### src/rtl/rule110_host_pkg.sv
// Shared encodings for the rule110 host driver: command opcodes, FSM states
// and the fixed geometry of the automaton's pin interface.
package rule110_host_pkg;

  localparam int CELLS_PER_BLOCK  = 8;
  localparam int MAX_ADDRESS_BITS = 6;

  localparam logic [1:0] OP_NOP  = 2'd0;
  localparam logic [1:0] OP_LOAD = 2'd1;
  localparam logic [1:0] OP_RUN  = 2'd2;
  localparam logic [1:0] OP_DUMP = 2'd3;

  typedef enum logic [2:0] {
    ST_IDLE      = 3'd0,
    ST_LOAD      = 3'd1,
    ST_RUN       = 3'd2,
    ST_DUMP_ADDR = 3'd3,
    ST_DUMP_WAIT = 3'd4,
    ST_DUMP_OUT  = 3'd5
  } state_t;

endpackage

### src/rtl/rule110_host_driver.sv
// Host-side initiator for the rule110 automaton pins: streams cell bytes in,
// clocks a counted number of generations, and reads every usable block back.
module rule110_host_driver
  import rule110_host_pkg::*;
#(
  parameter int NUM_CELLS     = 128,
  parameter int NUM_BLOCKS    = NUM_CELLS / CELLS_PER_BLOCK,
  parameter int USABLE_BLOCKS = NUM_BLOCKS - 1,
  parameter int SETTLE        = 1,
  parameter int GEN_BITS      = 16
) (
  input  logic                        clk,
  input  logic                        reset,
  input  logic                        cmd_valid,
  output logic                        cmd_ready,
  input  logic [1:0]                  cmd_op,
  input  logic [GEN_BITS-1:0]         cmd_arg,
  input  logic [7:0]                  load_data,
  input  logic                        load_valid,
  output logic                        load_ready,
  output logic [7:0]                  dump_data,
  output logic                        dump_valid,
  input  logic                        dump_ready,
  output logic                        dump_last,
  output logic                        busy,
  output logic [7:0]                  ca_data_in,
  output logic                        ca_we_n,
  output logic                        ca_halt_n,
  output logic [MAX_ADDRESS_BITS-1:0] ca_addr,
  input  logic [7:0]                  ca_data_out
);

  localparam int BLK_W = $clog2(NUM_BLOCKS);
  localparam logic [BLK_W-1:0] LAST_BLK = BLK_W'(USABLE_BLOCKS - 1);
  localparam logic [1:0] SETTLE_INIT = 2'(SETTLE - 1);

  state_t              state_r;
  logic [BLK_W-1:0]    blk_r;
  logic [GEN_BITS-1:0] gen_cnt_r;
  logic [1:0]          settle_cnt_r;

  assign cmd_ready  = (state_r == ST_IDLE) && !reset;
  assign busy       = (state_r != ST_IDLE);
  assign load_ready = (state_r == ST_LOAD);

  // Command sequencer; all pin and stream outputs are registered here.
  always_ff @(posedge clk) begin
    if (reset) begin
      state_r      <= ST_IDLE;
      blk_r        <= '0;
      gen_cnt_r    <= '0;
      settle_cnt_r <= 2'd0;
      dump_data    <= 8'h00;
      dump_valid   <= 1'b0;
      dump_last    <= 1'b0;
      ca_data_in   <= 8'h00;
      ca_we_n      <= 1'b1;
      ca_halt_n    <= 1'b0;
      ca_addr      <= '0;
    end else begin
      ca_we_n <= 1'b1;
      case (state_r)
        ST_IDLE: begin
          ca_halt_n <= 1'b0;
          if (cmd_valid && cmd_ready) begin
            case (cmd_op)
              OP_LOAD: begin
                state_r <= ST_LOAD;
                blk_r   <= '0;
              end
              OP_RUN: begin
                if (cmd_arg != '0) begin
                  state_r   <= ST_RUN;
                  gen_cnt_r <= cmd_arg;
                  ca_halt_n <= 1'b1;
                end else begin
                  state_r <= ST_IDLE;
                end
              end
              OP_DUMP: begin
                state_r <= ST_DUMP_ADDR;
                blk_r   <= '0;
              end
              default: state_r <= ST_IDLE;
            endcase
          end
        end
        ST_LOAD: begin
          if (load_valid) begin
            ca_data_in <= load_data;
            ca_addr    <= MAX_ADDRESS_BITS'(blk_r);
            ca_we_n    <= 1'b0;
            if (blk_r == LAST_BLK) begin
              state_r <= ST_IDLE;
            end else begin
              blk_r <= blk_r + 1'b1;
            end
          end
        end
        // Halt stays high while the counter is non-zero, then one low cycle.
        ST_RUN: begin
          if (gen_cnt_r != '0) begin
            gen_cnt_r <= gen_cnt_r - 1'b1;
            ca_halt_n <= (gen_cnt_r != GEN_BITS'(1));
          end else begin
            ca_halt_n <= 1'b0;
            state_r   <= ST_IDLE;
          end
        end
        ST_DUMP_ADDR: begin
          ca_addr      <= MAX_ADDRESS_BITS'(blk_r);
          settle_cnt_r <= SETTLE_INIT;
          state_r      <= ST_DUMP_WAIT;
        end
        ST_DUMP_WAIT: begin
          if (settle_cnt_r == 2'd0) begin
            state_r <= ST_DUMP_OUT;
          end else begin
            settle_cnt_r <= settle_cnt_r - 2'd1;
          end
        end
        // The handshake edge also drives the next address, saving a cycle per block.
        ST_DUMP_OUT: begin
          if (!dump_valid) begin
            dump_data  <= ca_data_out;
            dump_valid <= 1'b1;
            dump_last  <= (blk_r == LAST_BLK);
          end else if (dump_ready) begin
            dump_valid <= 1'b0;
            dump_last  <= 1'b0;
            if (blk_r == LAST_BLK) begin
              state_r <= ST_IDLE;
            end else begin
              blk_r        <= blk_r + 1'b1;
              ca_addr      <= MAX_ADDRESS_BITS'(blk_r + 1'b1);
              settle_cnt_r <= SETTLE_INIT;
              state_r      <= ST_DUMP_WAIT;
            end
          end
        end
        default: state_r <= ST_IDLE;
      endcase
    end
  end

endmodule

### config.mk
export PLATFORM = sky130hd
export DESIGN_NAME = rule110_host_driver
export DESIGN_NICKNAME = d
export VERILOG_FILES = /design/src/rtl/rule110_host_pkg.sv /design/src/rtl/rule110_host_driver.sv
export SDC_FILE = /design/constraint.sdc
export NUM_CORES = 1
export LEC_CHECK = 0
export ABC_AREA = 0
export CORE_ASPECT_RATIO = 0.75
export CORE_MARGIN = 3
export CORE_UTILIZATION = 49
export DETAILED_ROUTE_END_ITERATION = 8
export GPL_TIMING_DRIVEN = 0
export PLACE_DENSITY_LB_ADDON = 0.05
export SYNTH_ARGS = -nofsm -noshare
export SYNTH_HDL_FRONTEND = slang
export SYNTH_SLANG_ARGS = --single-unit
### constraint.sdc
create_clock -name clk -period 2.85 [get_ports clk]
set_clock_uncertainty 0.1 [all_clocks]
set_input_delay 0.4275 -clock clk [delete_from_list [all_inputs] [get_ports clk]]
set_output_delay 0.4275 -clock clk [all_outputs]
set_load 0.05 [all_outputs]
==> out/qor.log, run 1 <==
qor: die.initial_utilization 0.530
qor: worst_setup_path.startpoint state_r[2]$_SDFFE_PP0P_
qor: power.clockPowerShare 0.287
qor: layout.antenna_cells_inserted 0
qor: routing.met2WireLength 3360 um
qor: timing.finalSetupViolCount 0
qor: synthesis.mappedNetlistArea 2700 um2
qor: die.io-pin-count 68
qor: timing.max_freq 376 MHz
qor: synthesis.synth_top_area_cell dfxtp_1
qor: power.power.share.switching 0.347
qor: cts.cts-root-buf clkbuf_8
qor: routing.avgViaCountPerCell 6.03
qor: worst_setup_path.critical_path.max_fanout 7
qor: timing.final_max_slew_viol_count 0
qor: routing.remaining_drc_errors 0
qor: routing.route.vias.total 2954
qor: power.max-vdd-ir-drop 342 uV
qor: cts.postCtsSetupRepairBufs 0
qor: routing.detail_route.iter0.violations 295
qor: synthesis.synthDominantCellAreaShare 0.371
qor: die.fp.dieW 91.7 um
qor: synthesis.synth.yosys.warnings 0
qor: synthesis.number_of_enable_type_register_cells_in_the_synthesized_netlist 0
qor: global_route.grt_pass1_wl 13300 um
qor: job.drv.max_cap_violation_count 0
qor: synthesis.postSynth.asyncResetShare 0
qor: placement.hpwlAfterDp 6060 um
qor: run_status.result_of_the_run finished clean
qor: cts.clk_transition_reported_paths 100 ps
qor: synthesis.ys_top_cells_by_area dfxtp_1, a21oi_1, nand2_1
qor: routing.drtAntennaViolNets 0
qor: worst_setup_path.worstSetupPathType register to output pin
qor: cts.insertion_delay 310 ps
qor: power.leakagePower 1.25 nW
qor: timing.worst_slew_margin_rel 0.605
qor: die.std_cell_rows 22
qor: layout.area_growth_syn_to_layout 31.6%
qor: routing.dr.max_layer_used met4
qor: synthesis.syn_nets 389
qor: global_route.largest_net_degree_at_the_start_of_global_routing 17
qor: synthesis.synth_common_cells dfxtp_1, nand2_1, a21oi_1
qor: cts.clkSinkCount 50
qor: synthesis.synth_cell_types 53
qor: routing.firstDrtPassIters 5
qor: timing.grt_setup_unrepaired no
qor: global_route.grt_antenna_before_repair 0
qor: timing.tightest_slew 591 ps
qor: worst_setup_path.timing.critical_path.required 2320 ps
qor: routing.detail_route.wl_per_cell 16.8 um
qor: worst_setup_path.worst_setup_start_kind register
qor: timing.hold_fails_final_rpt 0
qor: layout.post_route_cells_drive_above_1_share 0.0694
qor: power.internal_power 1.19 mW
qor: timing.timing.final.crit_share 0.933
qor: cts.htreeDepth 2
qor: global_route.gr-usage-all-layers 0.254
qor: synthesis.yosys_register_bits 50
qor: timing.final_tns_setup 0 ps
qor: hold_path.worst_hold_startpoint dump_data[1]$_SDFFE_PP0P_
qor: layout.finalCoreUtilization 0.697
qor: placement.placement.io_buffers 65
qor: routing.met3_length 898 um
qor: synthesis.netlist_instances 345
qor: die.die_area 6440 um2
qor: cts.tritoncts.num_buffers 5
qor: power.power_density 512 nW/um2
qor: timing.period_minus_slack 2660 ps
qor: die.dieHeight 70.3 um
qor: synthesis.syn_area_per_cell 7.82 um2
qor: layout.num-nets-final 461
qor: worst_setup_path.crit_arrival 2130 ps
qor: cts.cts_tree done
qor: power.netsw 0.632 mW
qor: routing.totalWireLength 8240 um
qor: worst_setup_path.timing.rr.start gen_cnt_r[0]$_SDFFE_PP0P_
qor: worst_setup_path.setup.worst_path.end_class output pin
qor: synthesis.synth-main-ff-cell dfxtp_1
qor: synthesis.synth_most_common_cell dfxtp_1
qor: global_route.first_global_vias 2609
qor: cts.cts_buffer_depth 2
qor: synthesis.synth.yosys.seq_area_share 0.371
qor: global_route.grt.overflow.total 0
qor: power.seq_power_share 0.415
qor: die.core_area 5090 um2
qor: hold_path.hold_path_class register to register
qor: placement.place_congestion 0.964
qor: power.comb_power_share 0.298
qor: routing.wl_met1 3940 um
==> sequential cells by signal (all words and copies together), names as in the netlist <==
name          cells
gen_cnt_r        16
ca_data_in        8
dump_data         8
ca_addr           5
blk_r             4
state_r           3
settle_cnt_r      2
ca_halt_n         1
ca_we_n           1
dump_last         1
dump_valid        1
==> cell families after synthesis <==
kind of cell             count (synthesis)  synth area share
multiplexers                             4            0.0148
adder cells (fa/ha/maj)                  5            0.0232
AND/OR/NAND/NOR                        145             0.273
other                                    1           0.00139
flip-flops                              50             0.371
AO/OA/AOI/OAI                          106             0.258
buffers and inverters                   31            0.0496
XOR/XNOR                                 3           0.00974
==> metal layers <==
layer,track usage,vias to the layer above
met5,0,-
met4,0.0494,0
met3,0.0646,5
met2,0.362,151
met1,0.385,1379
li1,-,1419
==> per-stage QoR <==
stage	hold WS, ps	worst slack, ps	instance area [um2]	cells	power (mW)
6_report	361	192	3550	490	1.82
5_1_grt	373	82.8	3550	490	1.89
4_1_cts	361	193	3550	490	1.80
3_5_place_dp	348	97.8	3440	482	1.29
3_3_place_gp	342	68.3	3440	482	1.29
2_1_floorplan	354	620	2700	345	1.11
==> critical path: stages (launching register included) <==
cell	delay (ps)
dfxtp_1	390
or3_1	360
buf_2	170
nor2_1	90
clkdlybuf4s50_1	810
==> worst paths after layout <==
kind	endpoint	slack, ps	cells after the start
setup reg to reg	gen_cnt_r[7]$_SDFFE_PP0P_	420	8
hold reg to reg	dump_data[1]$_SDFFE_PP0P_	360	2
hold / removal	dump_data[1]$_SDFFE_PP0P_	360	2
setup / recovery	cmd_ready	190	4
==> power by group through the flow <==
stage / Sequential [mW] / Clock [mW] / Combinational (mW)
finish: 0.754 / 0.522 / 0.542
detailed placement: 0.769 / 0 / 0.523
floorplan: 0.789 / 0 / 0.320
global placement: 0.768 / 0 / 0.519
global route: 0.759 / 0.550 / 0.582
CTS: 0.753 / 0.523 / 0.526
==> placed cells by master (no fill, tap or decap), drive strengths merged, types with 5 or more instances in the layout <==
master,Yosys,final
a21oi,48,48
and3,6,6
buf,11,11
clkbuf,13,18
clkdlybuf4s50,0,64
dfxtp,50,50
ha,5,5
inv,7,8
nand2,49,49
nand3,7,7
nand4,5,5
nor2,32,32
nor3,8,8
nor4,13,13
o21ai,8,8
o311ai,12,12
o31ai,15,15
or3,6,6
==> cell type report <==
cell class              count  area, um2
flip-flops and latches     50       1000
inverters                   7       26.3
multi-input cells         264       1560
plain buffers              24        108
fillers                   427       1540
well taps                  72       90.1
clock buffers               5       68.8
repair buffers             65        649
clock inverters             3       43.8
==> what timing repair did <==
item	CTS	global route
setup endpoints to repair	1	0
gates resized for setup	1	0
hold buffers	0	0
Note: power is estimated with default switching activity, not from simulation.
==> run 2: changes to the inputs <==
Clock period 2.85 ns to 2.5 ns, I/O delays scaled along.
==> run 2 against run 1 <==
Non-clock buffer count stayed put. Power is 14% higher. Critical path depth is 1 lower. Core utilization is 0.22 points higher. Die area stayed put. Worst setup slack worse by 120 ps. Global-route usage stayed put. Critical endpoint is now busy. Largest power group unchanged.
==> out/qor.log, run 2 (synthesis results as in run 1) <==
qor: layout.largest_register gen_cnt_r
qor: routing.drtAntennaViolNets 0
qor: layout.instances_no_fill 490
qor: worst_setup_path.timing.critical_path.required 2030 ps
qor: timing.hold_fails_final_rpt 0
qor: worst_setup_path.timing.rr.start gen_cnt_r[0]$_SDFFE_PP0P_
qor: worst_setup_path.ff2ff_path_depth 8
qor: timing.worst_slew_margin_rel 0.609
qor: layout.final_cell_mix clkdlybuf4s50_1, dfxtp_1, nand2_1
qor: cts.tritoncts.num_buffers 5
qor: timing.period_minus_slack 2430 ps
qor: global_route.grt_antenna_before_repair 0
qor: worst_setup_path.critical-path-max-stage-delay 720 ps
qor: worst_setup_path.setup.reg_to_reg.worst_slack 150 ps
qor: timing.final_tns_setup 0 ps
qor: routing.detail_route.wl_per_cell 16.6 um
qor: die.fp.dieW 91.7 um
qor: placement.hpwlAfterDp 6060 um
qor: cts.cts.hold.buffers_added 0
qor: layout.reg_top3 gen_cnt_r: 16 flops, ca_data_in: 8 flops, dump_data: 8 flops
qor: die.core_area 5090 um2
qor: routing.firstDrtPassIters 5
qor: timing.max_freq 412 MHz
qor: cts.cts_buffer_depth 2
qor: worst_setup_path.crit_arrival 1950 ps
qor: routing.totalWireLength 8160 um
qor: hold_path.worstHoldEndpoint dump_data[1]$_SDFFE_PP0P_
qor: layout.mostFrequentLayoutCell clkdlybuf4s50_1
qor: cts.clkSinkCount 50
qor: timing.final_max_slew_viol_count 0
qor: power.max-vdd-ir-drop 387 uV
qor: global_route.gr-usage-all-layers 0.254
qor: placement.placement.io_buffers 65
qor: worst_setup_path.timing.critical_path.slowest_stage_cell clkdlybuf4s50_1
qor: worst_setup_path.critical_path.max_fanout 7
qor: worst_setup_path.setup.worst_path.end_class output pin
qor: die.dieHeight 70.3 um
qor: global_route.grt.overflow.total 0
qor: worst_setup_path.r2r_end gen_cnt_r[14]$_SDFFE_PP0P_
qor: global_route.largest_net_degree_at_the_start_of_global_routing 17
qor: cts.cts_tree done
qor: power.leakagePower 1.26 nW
qor: hold_path.hold_path_class register to register
qor: layout.largest_register_ffs 16
qor: timing.grt_setup_unrepaired yes
qor: job.drv.max_cap_violation_count 0
qor: routing.detail_route.iter0.violations 359
qor: routing.met3_length 932 um
qor: routing.met2WireLength 3310 um
qor: worst_setup_path.worst_setup_start_kind register
qor: die.io-pin-count 68
qor: routing.dr.max_layer_used met4
qor: layout.num-nets-final 461
qor: timing.timing.final.crit_share 0.971
qor: global_route.grt_pass1_wl 13300 um
qor: cts.insertion_delay 310 ps
qor: timing.tightest_slew 584 ps
qor: placement.place.detailed.instances 482
qor: placement.place_congestion 0.964
qor: layout.area_growth_syn_to_layout 32.0%
qor: layout.post_route_cells_drive_above_1_share 0.0789
qor: die.die_area 6440 um2
qor: worst_setup_path.worstSetupPathType register to output pin
qor: layout.antenna_cells_inserted 0
qor: cts.htreeDepth 2
qor: die.initial_utilization 0.530
qor: cts.clk_transition_reported_paths 100 ps
qor: global_route.first_global_vias 2609
qor: worst_setup_path.timing.critical_path.cells or3_1 > buf_2 > clkdlybuf4s50_1
qor: hold_path.worst_hold_startpoint dump_data[1]$_SDFFE_PP0P_
qor: routing.route.vias.total 2939
qor: routing.avgViaCountPerCell 6.00
qor: power.power_density 581 nW/um2
qor: cts.cts-root-buf clkbuf_8
qor: routing.remaining_drc_errors 0
qor: hold_path.min_delay_path_depth 2
qor: run_status.result_of_the_run finished clean
qor: timing.finalSetupViolCount 0
qor: die.std_cell_rows 22
qor: routing.wl_met1 3850 um
==> run 2: timing repair <==
item,CTS,global route
gates resized for setup,4,5
buffers inserted,0,0
endpoints found under the setup margin,2,13
==> run 2: worst max-delay path: cells and delay by family (launching register included) <==
| kind | cells | cell delay (ps) |
|---|---|---|
| buf+inv | 2 | 890 |
| flops | 1 | 390 |
| simple gates | 1 | 360 |
==> run 2: cell type report <==
| type | count | area [um2] |
|---|---|---|
| inverter | 7 | 26.3 |
| multi-input combinational | 264 | 1570 |
| clock inverter | 3 | 43.8 |
| sequential | 50 | 1000 |
| fill | 428 | 1530 |
| timing repair buffer | 65 | 651 |
| buffer | 24 | 111 |
| clock buffer | 5 | 68.8 |
| tap | 72 | 90.1 |
==> run 2: worst max path at each step <==
stage | from | slack, ps | end | cells past startpoint
floorplan | dump_valid$_SDFFE_PP0P_ | 270 | blk_r[1]$_SDFFE_PP0P_ | 6
global placement | cmd_arg[3] | -230 | gen_cnt_r[2]$_SDFFE_PP0P_ | 7
detailed placement | cmd_arg[2] | -200 | gen_cnt_r[2]$_SDFFE_PP0P_ | 7
CTS | state_r[2]$_SDFFE_PP0P_ | 70 | busy | 3
global route | gen_cnt_r[0]$_SDFFE_PP0P_ | -2 | gen_cnt_r[2]$_SDFFE_PP0P_ | 8
finish | state_r[2]$_SDFFE_PP0P_ | 70 | busy | 3
==> run 2: per-layer routing <==
layer,vias to the layer above,track usage
met3,7,0.0646
met5,-,0
met1,1369,0.385
met2,153,0.362
li1,1410,-
met4,0,0.0494
==> run 2: through the flow <==
| stage | area, um2 | worst slack [ps] | util | power (mW) | hold slack (ps) |
|---|---|---|---|---|---|
| after floorplan | 2700 | 270 | - | 1.26 | 354 |
| after global placement | 3440 | -229 | 0.675 | 1.47 | 342 |
| after detailed placement | 3440 | -200 | 0.675 | 1.47 | 348 |
| after CTS | 3550 | 74.3 | 0.698 | 2.05 | 361 |
| after global routing | 3560 | -1.92 | 0.700 | 2.16 | 373 |
| final | 3560 | 73.0 | 0.700 | 2.07 | 361 |
==> run 2: where the power goes <==
| part | switching [mW] | internal (mW) |
|---|---|---|
| Sequential | 0.0322 | 0.828 |
| Clock | 0.290 | 0.300 |
| Combinational | 0.392 | 0.226 |
